==> config.mk <==
export PLATFORM = sky130hd
export DESIGN_NAME = spi_host_master
export DESIGN_NICKNAME = d
export VERILOG_FILES = /design/src/rtl/spi_host_master.sv
export SDC_FILE = /design/constraint.sdc
export NUM_CORES = 1
export LEC_CHECK = 0
export ABC_AREA = 1
export CAP_MARGIN = 20
export CORE_ASPECT_RATIO = 0.5
export CORE_UTILIZATION = 67
export DETAILED_ROUTE_END_ITERATION = 10
export DONT_BUFFER_PORTS = 1
export PLACE_DENSITY = 0.83
export SETUP_SLACK_MARGIN = 0.2
export SYNTH_ARGS = -nofsm -noshare
export SYNTH_HDL_FRONTEND = slang
export SYNTH_SLANG_ARGS = --single-unit
==> constraint.sdc <==
create_clock -name SPI_CLK -period 4.2 [get_ports SPI_CLK]
set_clock_uncertainty 0.15 [all_clocks]
set_input_delay 0.84 -clock SPI_CLK [delete_from_list [all_inputs] [get_ports SPI_CLK]]
set_output_delay 0.84 -clock SPI_CLK [all_outputs]
set_load 0.02 [all_outputs]
==> src/rtl/spi_host_master.sv <==
// SPI mode-0 initiator for the client register chain: one 16-bit frame
// {rw, addr, data} per transaction, MSB first, all state in the SPI_CLK domain.
module spi_host_master #(
  parameter int DIV_HALF = 2
) (
  input  logic       SPI_CLK,
  input  logic       SPI_CLK_RESET_N,
  input  logic       start,
  input  logic       rw,
  input  logic [6:0] addr,
  input  logic [7:0] wdata,
  output logic       busy,
  output logic       done,
  output logic [7:0] rdata,
  output logic       SCSN_toClient,
  output logic       SCLK_toClient,
  output logic       MOSI_toClient,
  input  logic       MISO_fromClient
);

  // state | meaning
  // IDLE  | waiting for start, chip select high
  // SETUP | SCSN low, SCLK low for one half-period before the first edge
  // XFER  | 16 SCLK periods, sample on rise, shift on fall
  // HOLD  | SCSN still low for one half-period after the last fall
  // GAP   | SCSN high for one half-period, then done pulse
  typedef enum logic [2:0] {IDLE, SETUP, XFER, HOLD, GAP} state_t;

  localparam logic [7:0] DIV_LOAD = 8'(DIV_HALF - 1);

  state_t      state, state_d;
  logic [7:0]  div_cnt;
  logic [3:0]  bit_cnt;
  logic [15:0] tx_sr, rx_sr, tx_next;
  logic        rw_q;
  logic        tc;
  logic        accept, sclk_rise, sclk_fall, xfer_end, hold_end, gap_end;

  assign tc      = (div_cnt == 8'd0);
  assign tx_next = {rw, addr, rw ? 8'h00 : wdata};

  always_ff @(posedge SPI_CLK or negedge SPI_CLK_RESET_N) begin
    if (!SPI_CLK_RESET_N) state <= IDLE;
    else                  state <= state_d;
  end

  always_comb begin
    state_d   = state;
    accept    = 1'b0;
    sclk_rise = 1'b0;
    sclk_fall = 1'b0;
    xfer_end  = 1'b0;
    hold_end  = 1'b0;
    gap_end   = 1'b0;
    case (state)
      IDLE: if (start) begin
        accept  = 1'b1;
        state_d = SETUP;
      end
      SETUP: if (tc) begin
        sclk_rise = 1'b1;
        state_d   = XFER;
      end
      XFER: if (tc) begin
        // SCLK itself tells which half of the bit period just ended
        if (SCLK_toClient)           sclk_fall = 1'b1;
        else if (bit_cnt == 4'd0) begin
          xfer_end = 1'b1;
          state_d  = HOLD;
        end else                     sclk_rise = 1'b1;
      end
      HOLD: if (tc) begin
        hold_end = 1'b1;
        state_d  = GAP;
      end
      GAP: if (tc) begin
        gap_end = 1'b1;
        state_d = IDLE;
      end
      default: state_d = IDLE;
    endcase
  end

  always_ff @(posedge SPI_CLK or negedge SPI_CLK_RESET_N) begin
    if (!SPI_CLK_RESET_N) begin
      div_cnt       <= DIV_LOAD;
      bit_cnt       <= 4'd0;
      tx_sr         <= 16'h0000;
      rx_sr         <= 16'h0000;
      rw_q          <= 1'b0;
      busy          <= 1'b0;
      done          <= 1'b0;
      rdata         <= 8'h00;
      SCSN_toClient <= 1'b1;
      SCLK_toClient <= 1'b0;
      MOSI_toClient <= 1'b0;
    end else begin
      done <= 1'b0;
      if (state == IDLE || tc) div_cnt <= DIV_LOAD;
      else                     div_cnt <= div_cnt - 8'd1;

      if (accept) begin
        rw_q          <= rw;
        tx_sr         <= tx_next;
        busy          <= 1'b1;
        SCSN_toClient <= 1'b0;
        MOSI_toClient <= tx_next[15];
      end
      if (sclk_rise) begin
        SCLK_toClient <= 1'b1;
        rx_sr         <= {rx_sr[14:0], MISO_fromClient};
        bit_cnt       <= (state == SETUP) ? 4'd15 : bit_cnt - 4'd1;
      end
      if (sclk_fall) begin
        SCLK_toClient <= 1'b0;
        tx_sr         <= {tx_sr[14:0], 1'b0};
        MOSI_toClient <= tx_sr[14];
      end
      if (xfer_end) MOSI_toClient <= 1'b0;
      if (hold_end) begin
        SCSN_toClient <= 1'b1;
        if (rw_q) rdata <= rx_sr[7:0];
      end
      if (gap_end) begin
        busy <= 1'b0;
        done <= 1'b1;
      end
    end
  end

endmodule

Word level (Yosys, flattened, before mapping)
Cells that the tools add are included.

Add/subtract/negate cells: 2. Eq/ne operators: 11. Mux-type cells: 39. Reduce and logical (&&, ||, !) cells: 11.

Operators with widths (number): $mux 15 (2); $mux 1 (25); $mux 3 (7); $mux 8 (2); $pmux 3 s5 (1); $ne 2x2->1 const B (7); $logic_not 8->1 (1); $reduce_bool 2->1 (4); $sub 8x1->8 const B (1); $reduce_and 7->1 (1); $eq 3x2->1 const B (2); $logic_not 4->1 (1); $mux 4 (1); $sub 4x1->4 const B (1); $eq 3x1->1 const B (1); $eq 3x3->1 const B (1); $logic_not 3->1 (1); $reduce_bool 3->1 (1); $pmux 1 s2 (1); $reduce_and 2->1 (1); $logic_or 1x1->1 (1).

Register bits: 52. Input port bits: 20. Output and inout bits: 13. Word-level logic and storage cells: 75.

Logic depth before layout (Yosys ltp)
Word-level depth: 7. Gate-level depth with buffers: 10. Gate-level depth less buffers: 9.

Worst setup path before layout
No wires, ideal clock.

Path kind: register to register. Start point: reg div_cnt[0]. End point: reg tx_sr[4]. Library setup time: 125 ps. Data arrival time: 1422 ps. Data required time: 3925 ps. Setup slack: 2503 ps. Stages on the path, launching flop included: 9. Period minus slack after synthesis: 1697 ps. Cells stage by stage: dfstp_2 > inv_1 > ha_1 > nand2_1 > nor2_8 > buf_6 > buf_4 > nand3_1 > nand3_1.

Cells in the longest elaborated chain, start to end: 4. Elaborated cells between the ends (all ways): 5. Classes of those cells: 3 x mux; 2 x reduce/logical.

RTL lines: start: declaration (RTL line 32) `logic [7:0] div_cnt;`; start signal: assignment (RTL line 100) `else div_cnt <= div_cnt - 8'd1;`; $logic_not 8->1 (*) (RTL line 39) `assign tc = (div_cnt == 8'd0);`; $mux 1 (*) (RTL line 64) `XFER: if (tc) begin`; $mux 1 (*) (RTL line 55) `case (state)`; $mux 15 or $reduce_bool 2->1 (tied branches); end signal: assignment (RTL line 104) `tx_sr <= tx_next;`; end signal: assignment (RTL line 116) `tx_sr <= {tx_sr[14:0], 1'b0};`; end: declaration (RTL line 34) `logic [15:0] tx_sr, rx_sr, tx_next;`.

Every way passes the cells marked *; elsewhere a longest branch is shown, timed or not. A chain may end at the register's enable or synchronous reset.

Worst setup path after layout
Start point: reg div_cnt[0]. End point: reg rdata[4].

Cells in the longest elaborated chain, start to end: 4.

RTL lines: $logic_not 8->1 (RTL line 39); $mux 1 (RTL line 72) `HOLD: if (tc) begin`; $mux 1 (RTL line 55); $reduce_and 2->1 (no line); end signal: assignment (RTL line 122) `if (rw_q) rdata <= rx_sr[7:0];`; end: declaration (RTL line 14) `output logic [7:0] rdata,`.

No other way between the ends.

==> metrics <==
syn_nets=308; CP Capture Type=register; clock sink count=52; vias per cell=around 5.8; Cells after DPL=330; Internal=0.001025 W; synthesized instance count=286; Most common cell on crit path=nand2_1; worst endpoint required time=4.29 ns; power density over the cells=a little under 700 nW/µm²; Leak=between 1 and 1.5 nW; CP top delay family=simple AND/OR/NAND/NOR gates; CTS clk-pin slew, worst paths=approximately 0.09 ns; chip width=around 90 µm; Clk pwr share=between 10% and 20%; Finished Layout Cells=about 340; Initial DRC Count=between 100 and 150; period utilisation layout=about 47%; CTS H-tree depth=2; CP bufs+invs=1; commonest non-fill, non-tap cells in the layout=nand2_1, nand3_1, dfrtp_1; gpl congestion=0.8089; first-pass GRT wire length=between 8 and 9 mm; kind of critical path=register to register; sw frac=43.80%; Congestion Overflow GR=0; via count=1,946; Port-buffer cells=0; Post-Syn Area=roughly 2600 µm²; vias in the first global route=1,771; MaxCap Viol Count=0; root buffer cell=clkbuf_8; Final Hold Fails=0; CTS tree=yes; #FFs+latches synth=52; post-CTS setup buffers=0; die height=45.86 µm; Sequential Power Share=45.3%; GR Util All Layers=between 20 and 30%; count of cell types in the netlist=35; Slowest cell on crit path=dfstp_2; Core Area=about 3500 µm²; post-route core utilization=roughly three quarters; die area=about 4100 µm²; WP data arrival=about 2.1 ns; post-cts sizing count=0; maximum buffer depth of the clock tree=2; outcome=finished, final reports clean; nets@finish=308; # diodes=0; FMAX=between 500 and 600 MHz; min cycle time layout=about 2 ns; crit path cell chain=inv_1 -> ha_1 -> nand2_1 -> nor2_8 -> nand2_2 -> nor2_4 -> nand2_1 -> nand2_1; worst hold path type=input port to asynchronous set/reset pin; Slew @ Worst Pin=roughly 0.36 ns; post-DR wirelength/cell=around 14 µm; crit path launch type=register; clock latency on the worst-skew pair=slightly below 0.3 ns; Detailed Routing Iterations Pass 1=5; sequential area share after synthesis=about half; Slew Limit Fails=0; initial antenna violation count=0; Ports=33; Area growth syn-to-layout=3.010%; Site Rows=15; RSZ-0062 raised after global routing=no; CP Max Fanout=23; setup TNS=0 ns; post-DP HPWL=between 3 and 4 mm; Final setup violation count=0; largest net degree at the start of global routing=53; drc violations=0; Initial Util=72.66%; Avg Inst Size Synth=9.012 µm²; # hold bufs at CTS=0; Gate power share=about two fifths; max incr delay on CP=about 0.38 ns; Synth warnings=0; Final ANT Viol Nets=0; share of layout cells above drive strength 1=between 10% and 20%; Rel. slew slack=around three quarters; VDD IR max=397.3 µV; P_sw=between 0.0007 and 0.0008 W; Final Power=between 0.0015 and 0.002 W; DRT Wirelength=about 4.8 mm; number of clock buffers inserted by TritonCTS=5
==> layout make-up <==
cell class / instances / area (µm²)
tap: 51 / 63.81
sequential: 52 / 1304
clock buffer: 7 / 76.32
multi-input combinational: 204 / 1112
clock inverter: 1 / 5.005
fill: 253 / 892.1
inverter: 23 / 93.84
==> synth_stat cells, drive strengths merged <==
master | count | share of area (%)
xnor2 | 1 | 0.34
nor3 | 1 | 0.39
nand3 | 59 | 12
dfrtp | 50 | 49
ha | 2 | 0.97
inv | 22 | 3.5
o21ai | 19 | 4.0
xor2 | 2 | 0.68
dfstp | 2 | 2.0
or2 | 1 | 0.24
nor2 | 25 | 5.6
nand2 | 81 | 15
nand4 | 2 | 0.49
nand3b | 3 | 0.87
clkinv | 1 | 0.15
a21boi | 1 | 0.29
o211ai | 1 | 0.49
a21oi | 5 | 0.97
buf | 7 | 2.6
a31oi | 1 | 0.24
==> per-layer routing <==
layer,GRT usage [%],vias to the layer above,share of wire [%]
met5,0,-,0
met4,5.246,0,0.35
met3,8.667,4,6.3
met2,43.54,48,47
met1,33.23,954,46
li1,-,940,-
==> registers in the layout, summed over array words and instances (netlist names), 3 cells and up <==
register  cells
bit_cnt       4
rx_sr         8
state         3
div_cnt       8
rdata         8
tx_sr        15
==> power groups by stage <==
stage / sequential [W] / combinational [W] / clock, W
after global placement: 0.000825 / 0.000685 / 0
final: 0.000825 / 0.000727 / 0.000270
after global routing: 0.000845 / 0.000823 / 0.000294
after CTS: 0.000825 / 0.000722 / 0.000276
after detailed placement: 0.000832 / 0.000718 / 0
after floorplan: 0.000800 / 0.000620 / 0
==> path summary, 6_finish.rpt <==
path,from,to,slack (ns),depth (start not counted)
min,SPI_CLK_RESET_N,tx_sr[0]$_DFFE_PN0P_,0.08,0
min reg2reg,div_cnt[0]$_DFF_PN1_,div_cnt[0]$_DFF_PN1_,0.33,1
min in group SPI_CLK,div_cnt[0]$_DFF_PN1_,div_cnt[0]$_DFF_PN1_,0.33,1
max in group asynchronous,SPI_CLK_RESET_N,SCSN_toClient$_DFFE_PN1P_,3.64,0
max,div_cnt[0]$_DFF_PN1_,rdata[4]$_DFFE_PN0P_,2.22,8
max reg2reg,div_cnt[0]$_DFF_PN1_,rdata[4]$_DFFE_PN0P_,2.22,8
==> kinds of logic (layout without fill, tap and decap cells) <==
family	count (synthesis)	count (layout)	synth area share, %
adders and majority gates	2	2	0.9707
buffers and inverters	30	31	6.262
and+or+nand+nor	172	172	35.19
AOI/OAI and AO/OA	27	27	5.971
xor gates and xnor gates	3	3	1.020
DFF	52	52	50.58
==> per-stage QoR <==
| stage | instance area (µm²) | setup WS (ns) | hold slack, ns |
|---|---|---|---|
| 6_report | 2655 | 2.225 | 0.07602 |
| 3_3_place_gp | 2574 | 2.311 | 0.3071 |
| 5_1_grt | 2655 | 2.089 | 0.05312 |
| 2_1_floorplan | 2577 | 2.503 | 0.2945 |
| 4_1_cts | 2655 | 2.234 | 0.06693 |
| 3_5_place_dp | 2574 | 2.255 | 0.3100 |
==> worst reg2reg max path: cells and delay by family, from the launching register on <==
family / cells / cell delay (ns)
buf+inv: 1 / 0.06
fa+ha+maj: 1 / 0.22
flops: 1 / 0.38
simple gates: 6 / 1.12
Power figures use the tool's default switching activity.
